**src/rtl/std_gray_decoder_pkg.sv**
```systemverilog
// Shared configuration for the Gray-to-binary decoder slice.
// Latency: n/a (constants only). Backpressure: n/a.
// Holds the default vector width used by the core and the top.
package std_gray_decoder_pkg;

    localparam int unsigned GRAY_DEFAULT_WIDTH = 32;

endpackage : std_gray_decoder_pkg

```
**src/rtl/std_gray_decoder_core.sv**
```systemverilog
// Purpose: pure combinational Gray-to-binary decode (prefix XOR from the MSB down).
// Latency: 0 cycles, no clock. Backpressure: none.
// An X on a gray bit spreads to that bit and every lower bit; nothing is masked.
module std_gray_decoder_core
    import std_gray_decoder_pkg::*;
#(
    parameter int unsigned WIDTH = GRAY_DEFAULT_WIDTH
) (
    input  logic [WIDTH-1:0] i_gray,
    output logic [WIDTH-1:0] o_bin
);

    logic acc;

    // Each binary bit is the running XOR of all gray bits at or above it.
    always_comb begin
        acc   = 1'b0;
        o_bin = '0;
        for (int i = WIDTH - 1; i >= 0; i--) begin
            acc      = acc ^ i_gray[i];
            o_bin[i] = acc;
        end
    end

endmodule : std_gray_decoder_core

```
**src/rtl/std_gray_decoder.sv**
```systemverilog
// Purpose: Gray-to-binary decoder with a combinational output plus a valid-qualified registered copy.
// Latency: o_bin 0 cycles, o_bin_q/o_valid_q 1 cycle. Backpressure: none, every valid sample is taken.
// Optional STD_GRAY_DECODER_STEP_CHECK_EN adds o_step_err / o_step_err_sticky (Hamming step > 1).
module std_gray_decoder
    import std_gray_decoder_pkg::*;
#(
    parameter int unsigned WIDTH = GRAY_DEFAULT_WIDTH
) (
    input  logic             i_clk,
    input  logic             i_rst_n,
    input  logic [WIDTH-1:0] i_gray,
    output logic [WIDTH-1:0] o_bin,
    input  logic             i_valid,
    output logic [WIDTH-1:0] o_bin_q,
    output logic             o_valid_q
`ifdef STD_GRAY_DECODER_STEP_CHECK_EN
    ,
    output logic             o_step_err,
    output logic             o_step_err_sticky
`endif
);

    std_gray_decoder_core #(
        .WIDTH (WIDTH)
    ) u_core (
        .i_gray (i_gray),
        .o_bin  (o_bin)
    );

    logic [WIDTH-1:0] bin_d;
    logic [WIDTH-1:0] bin_q;
    logic             valid_d;
    logic             valid_q;

    always_comb begin
        bin_d   = bin_q;
        valid_d = i_valid;
        if (i_valid) begin
            bin_d = o_bin;
        end
    end

    always_ff @(posedge i_clk) begin
        if (!i_rst_n) begin
            bin_q   <= '0;
            valid_q <= 1'b0;
        end else begin
            bin_q   <= bin_d;
            valid_q <= valid_d;
        end
    end

    assign o_bin_q   = bin_q;
    assign o_valid_q = valid_q;

`ifdef STD_GRAY_DECODER_STEP_CHECK_EN
    // More than one bit set iff clearing the lowest set bit leaves something behind.
    function automatic logic multi_bit_diff(input logic [WIDTH-1:0] d);
        return (d & (d - WIDTH'(1))) != '0;
    endfunction

    logic [WIDTH-1:0] last_gray_d;
    logic [WIDTH-1:0] last_gray_q;
    logic             have_ref_d;
    logic             have_ref_q;
    logic             step_err_d;
    logic             step_err_q;
    logic             step_err_sticky_d;
    logic             step_err_sticky_q;

    always_comb begin
        last_gray_d       = last_gray_q;
        have_ref_d        = have_ref_q;
        step_err_d        = 1'b0;
        if (i_valid) begin
            step_err_d  = have_ref_q && multi_bit_diff(i_gray ^ last_gray_q);
            last_gray_d = i_gray;
            have_ref_d  = 1'b1;
        end
        step_err_sticky_d = step_err_sticky_q | step_err_d;
    end

    always_ff @(posedge i_clk) begin
        if (!i_rst_n) begin
            last_gray_q       <= '0;
            have_ref_q        <= 1'b0;
            step_err_q        <= 1'b0;
            step_err_sticky_q <= 1'b0;
        end else begin
            last_gray_q       <= last_gray_d;
            have_ref_q        <= have_ref_d;
            step_err_q        <= step_err_d;
            step_err_sticky_q <= step_err_sticky_d;
        end
    end

    assign o_step_err        = step_err_q;
    assign o_step_err_sticky = step_err_sticky_q;
`endif

endmodule : std_gray_decoder

```
**config.mk**
```make
export PLATFORM = sky130hd
export DESIGN_NAME = std_gray_decoder
export DESIGN_NICKNAME = d
export VERILOG_FILES = /design/src/rtl/std_gray_decoder_pkg.sv /design/src/rtl/std_gray_decoder_core.sv /design/src/rtl/std_gray_decoder.sv
export SDC_FILE = /design/constraint.sdc
export NUM_CORES = 1
export LEC_CHECK = 0
export ABC_CLOCK_PERIOD_IN_PS = 2250
export BUFFER_PORTS_ARGS = -buffer_cell sky130_fd_sc_hd__clkbuf_2
export CORE_AREA = 5 5 76 78
export DETAILED_ROUTE_END_ITERATION = 16
export DIE_AREA = 0 0 81 83
export GPL_ROUTABILITY_DRIVEN = 1
export PLACE_DENSITY = 0.75
export SLEW_MARGIN = 20
export SYNTH_ARGS = -nofsm -noshare
export SYNTH_HDL_FRONTEND = slang
export SYNTH_SLANG_ARGS = --single-unit
export TNS_END_PERCENT = 1
```
**constraint.sdc**
```tcl
create_clock -name i_clk -period 2.25 [get_ports i_clk]
set_input_delay 0 -clock i_clk [delete_from_list [all_inputs] [get_ports i_clk]]
set_output_delay 0 -clock i_clk [all_outputs]
set_load 0.005 [all_outputs]
```
## Word level (Yosys, flattened, before mapping)

Cells that the tools add are included.

| operators by class | value |
|---|---|
| bitwise logic cells | 31 |

Operator list:

| kind | number |
|---|---|
| 1-bit XOR | 31 |

| word-level totals | value |
|---|---|
| register bits | 33 |
| bits of input ports | 35 |
| word-level logic and storage cells | 33 |

## Depth between registers and ports, before layout

| depth | value |
|---|---|
| depth after elaboration | 31 |
| gate-level depth with buffers | 7 |
| gate-level depth less buffers | 7 |

## Modules after synthesis

Synthesis repeated with hierarchy kept, for this count alone.

| second synthesis, totals | value |
|---|---|
| cells, all modules | 168 |
| area total of the unflattened synthesis | 2223.4 µm² |

Modules (own cells, without submodules):

| module | times used | cells an instance | area each (µm²) | sequential area each (µm²) |
|---|---|---|---|---|
| std_gray_decoder | 1 | 105 | 1270.0 | 660.6 |
| std_gray_decoder_core | 1 | 63 | 953.4 | 0.0 |

## Least setup slack after synthesis

Ideal clock, no wire load.

| timing path | value |
|---|---|
| path type | input-to-reg |
| start | input i_gray[12] |
| end | register bin_q[2] (netlist: o_bin_q[2]) |
| library setup time | 0.115 ns |
| arrival | 2.094 ns |
| required time | 2.135 ns |
| setup slack | 0.041 ns |
| stages | 6 |
| buffers on the path | 0 |
| cell sequence | xnor3_1 > xor3_1 > xnor3_2 > xnor3_2 > xnor2_2 > o21ba_1 |

| between the ends | value |
|---|---|
| word-level cells in the longest chain between the ends | 11 |

RTL lines:

| element | line | source |
|---|---|---|
| start: declaration | std_gray_decoder.sv:11 | `input logic [WIDTH-1:0] i_gray,` |
| 1-bit XOR (11 in series) | std_gray_decoder_core.sv:20 | `acc = acc ^ i_gray[i];` |
| net o_bin[2] | std_gray_decoder.sv:12 | `output logic [WIDTH-1:0] o_bin,` |
| end signal: assignment | std_gray_decoder.sv:48 | `bin_q <= bin_d;` |
| end: declaration | std_gray_decoder.sv:31 | `logic [WIDTH-1:0] bin_q;` |

The timed path passes the listed nets, and every way through them passes these cells.
A chain may end at the register's enable or synchronous reset.

## Worst setup path in the final report

| timing path | value |
|---|---|
| start | input i_gray[28] |
| end | output o_bin[12] |

| between the ends | value |
|---|---|
| word-level cells in the longest chain between the ends | 17 |

RTL lines:

| element | line |
|---|---|
| 1-bit XOR (17 in series) | std_gray_decoder_core.sv:20 |
| end: declaration | std_gray_decoder.sv:12 |

Every way passes these cells.

==> impl_metrics.ini <==
[run_status]
outcome = finished clean

[clock_tree]
cts-root-to-sink-buffers = 2
clk_root_buffer_cell = sky130_fd_sc_hd__clkbuf_8
cts-hold-fix-buffers = 0
ctsResizeCount = 0
cts.sinks = 33
cts_post_setup_buffers_inserted = 0
clk_pin_slew_ns = 0.07
cts_htree_levels = 2
cts_tree = built
worst_skew_pair.late_latency_ns = 0.28
tritoncts.num_buffers = 5

[power]
power_leakage_nw = 1.49
switching_power_mw = 1.43
seqPwrFrac_pct = 21.6
irDropWorstVdd_v = 0.000658
power.clock.fraction_pct = 15.5
cellInternalPower_mw = 2.38
power.share.switching_pct = 37.5
pwr-share-comb_pct = 62.9
cellPowerDensity_nw_per_um2 = 1330

[synthesis]
library_cell_with_the_largest_summed_area_after_synthesis = sky130_fd_sc_hd__dfxtp_1
postSynthRegisterBits = 33
postSynthNetCount = 225
synth.yosys.seq_area_share_pct = 32.4
yosys.area.top_type_share_pct = 32.4
postSynth.topFlopCell = sky130_fd_sc_hd__dfxtp_1
yosys-top-cells-area = sky130_fd_sc_hd__dfxtp_1 (32%), sky130_fd_sc_hd__xnor2_1 (11%), sky130_fd_sc_hd__xor2_1 (6.4%), sky130_fd_sc_hd__mux2i_1 (6.4%), sky130_fd_sc_hd__nor2b_1 (4.6%)
count_of_flip_flops_with_a_built_in_enable_after_synthesis = 0
postSynthCellCount = 190
synth-async-reset-ratio_pct = 0
postSynthAreaPerCell_sq_um = 10.7
yosysUniqueCellTypes = 38
synth.cell_area_sq_um = 2040
number_of_synthesis_warnings = 0

[drt]
detailedRoute.firstPassIterationCount = 4
drt_drc_violations_left = 0
violation_count_after_the_first_detailed_routing_iteration = 63
totalWireLength_um = 5250
post_drt_via_cell_ratio = 4.54
wire_per_inst_um = 13.9
antenna_left = 0
num_vias = 1710

[place]
pre_cts_ws_ns = -0.0695
io_buffer_count = 99
place_hpwl_um = 4010
gp_congestion = 0.722

[global_route]
grt_pass1_wl_um = 8520
grt_most_used_layer = met2
grt_pass1_vias = 1805
globalRouteOverflowTotal = 0
grtUsageTotal_pct = 16.1
met3_use_gr_pct = 4.76
grt_antenna_before_repair = 0
grt_use_met2_pct = 29.1
met1_usage_pct = 17.8
grt_start_max_net_pins = 37

[finish]
layout-drive-gt1-share_pct = 46.3
fin_nets = 341
num_antenna_cells = 0
utilization_pct = 57.0
syn_to_final_growth_pct = 40.0
fillers = 489

[die]
initial_util_pct = 40.7
core_area_sq_um = 5010
boundaryPins = 100
core.rowCount = 26
die_y_um = 83
die_area_sq_um = 6720
dieWidth_um = 81

[critical_path]
cp_max_fo = 5
worst_path_max_delay_cell = sky130_fd_sc_hd__xnor3_4
kind_of_start_point_of_the_critical_path = primary input
crit_path_cell_trace = clkbuf_2, xor3_4, xnor2_4, xnor3_4, xnor2_4, xor2_1, clkbuf_2
worst-path-buf-inv = 2
worstSetupPathDepth = 7
critPathArrivalTime_ns = 2.07
critical_path.reg2reg.startpoint = o_bin_q[0]
slowest_delay_ns = 0.58
setup.worst_path.class = primary input to primary output
cp.required_ns = 2.25
critPathCaptureType = primary output
reg2reg_slack_ns = 1.36
worst_setup_path_startpoint = i_gray[28]
crit_path_end = o_bin[12]
worstRegToRegCells = 3
worstReg2RegEnd = o_bin_q[0]
path_delay_family = XOR/XNOR gates

[sta]
timing.max_slew.rel_slack_pct = 58.5
post-route-worst-setup-slack_ns = 0.179
fin_crit_sh_pct = 92.0
finClkSkew_ns = 0
period_minus_slack_ns = 2.07
worst-slew-pin-transition_ns = 0.621
final_max_slew_viol_count = 0
final_hold_viol_count = 0
rsz_0062_raised_after_global_routing = no
fmax_ghz = 0.483
holdWs_ns = 0.0956
number_of_endpoints_failing_setup_at_the_final_stage = 0

[min_path]
hold_class = primary input to register

[job]
max_cap_viol_count = 0
==> stage by stage <==
step / setup TNS, ns / power (mW) / cells / instance area [sq um]
after floorplan: 0 / 2.21 / 190 / 2040
final: 0 / 3.80 / 377 / 2860
after CTS: 0 / 3.88 / 377 / 2860
after detailed placement: -0.0695 / 3.27 / 369 / 2740
after global routing: 0 / 4.09 / 377 / 2860
after global placement: -0.0454 / 3.23 / 369 / 2740
==> registers in the layout (all words and copies together), names as in the netlist <==
| signal | count |
|---|---|
| o_valid_q | 1 |
| o_bin_q | 32 |
==> cell usage in the layout, fill, tap and decap left out, drive strengths merged, types with 6 or more instances in the layout <==
cell	n
nor2b	15
buf	22
xnor3	7
xor2	15
nor2	10
dfxtp	33
mux2i	13
o21ai	8
o21ba	6
clkbuf	105
xnor2	30
==> worst min path at each step <==
stage / slack (ns) / to / startpoint / cells past startpoint
3_5_place_dp: 0.29 / o_bin[8] / i_gray[8] / 3
2_1_floorplan: 0.06 / o_bin[2] / i_gray[2] / 1
4_1_cts: 0.09 / o_bin_q[2] / i_gray[2] / 3
5_1_grt: 0.10 / o_bin_q[2] / i_gray[2] / 3
3_3_place_gp: 0.29 / o_bin[8] / i_gray[8] / 3
6_report: 0.1 / o_bin_q[30] / i_gray[30] / 4
==> cell type report <==
class                      instances  area [sq um]  share of cell area [%]
clock buffer                       6          82.6                    2.89
inverter                           5          21.3                   0.745
timing repair buffer             121           661                    23.1
multi-input combinational        140          1310                    45.7
sequential                        33           661                    23.1
clock inverter                     2          37.5                    1.31
tap                               70          87.6                    3.07
==> cells in the mapped netlist (all sizes together) (2+ instances only) <==
master,number
a22o,2
and2,2
buf,4
clkbuf,8
dfxtp,33
inv,5
mux2i,13
nand2,5
nand3,3
nor2,10
nor2b,15
nor3,2
nor3b,5
o211a,4
o21ai,8
o21ba,6
xnor2,30
xnor3,7
xor2,15
xor3,5
==> power by group through the flow <==
stage	registers (mW)	logic, mW	clock network (mW)
after global routing	0.840	2.61	0.643
after floorplan	0.838	1.37	0
after global placement	0.821	2.41	0
after CTS	0.821	2.45	0.607
after detailed placement	0.831	2.44	0
final	0.821	2.39	0.588
==> worst reg2reg max path: cells and delay by family, from the launching register on <==
kind | cells | cell delay [ns]
AO/OA/AOI/OAI | 3 | 0.49
flip-flops | 1 | 0.34
==> cell families (layout without fill, tap and decap cells) <==
kind of cell,Yosys count,count (layout),share of synthesized area (%)
and+or+nand+nor,46,46,12.3
muxes,13,13,6.38
DFF,33,33,32.4
buffers and inverters,17,134,3.62
xor gates and xnor gates,57,57,36.0
AOI/OAI and AO/OA,24,24,9.26
==> per-layer routing <==
layer  vias up  routed length, um
met4         0                 64
met3         6                342
met2        53               2680
met1       787               2160
met5         -                  0
li1        864                  -
No activity file was read; power rests on OpenSTA's default activity.
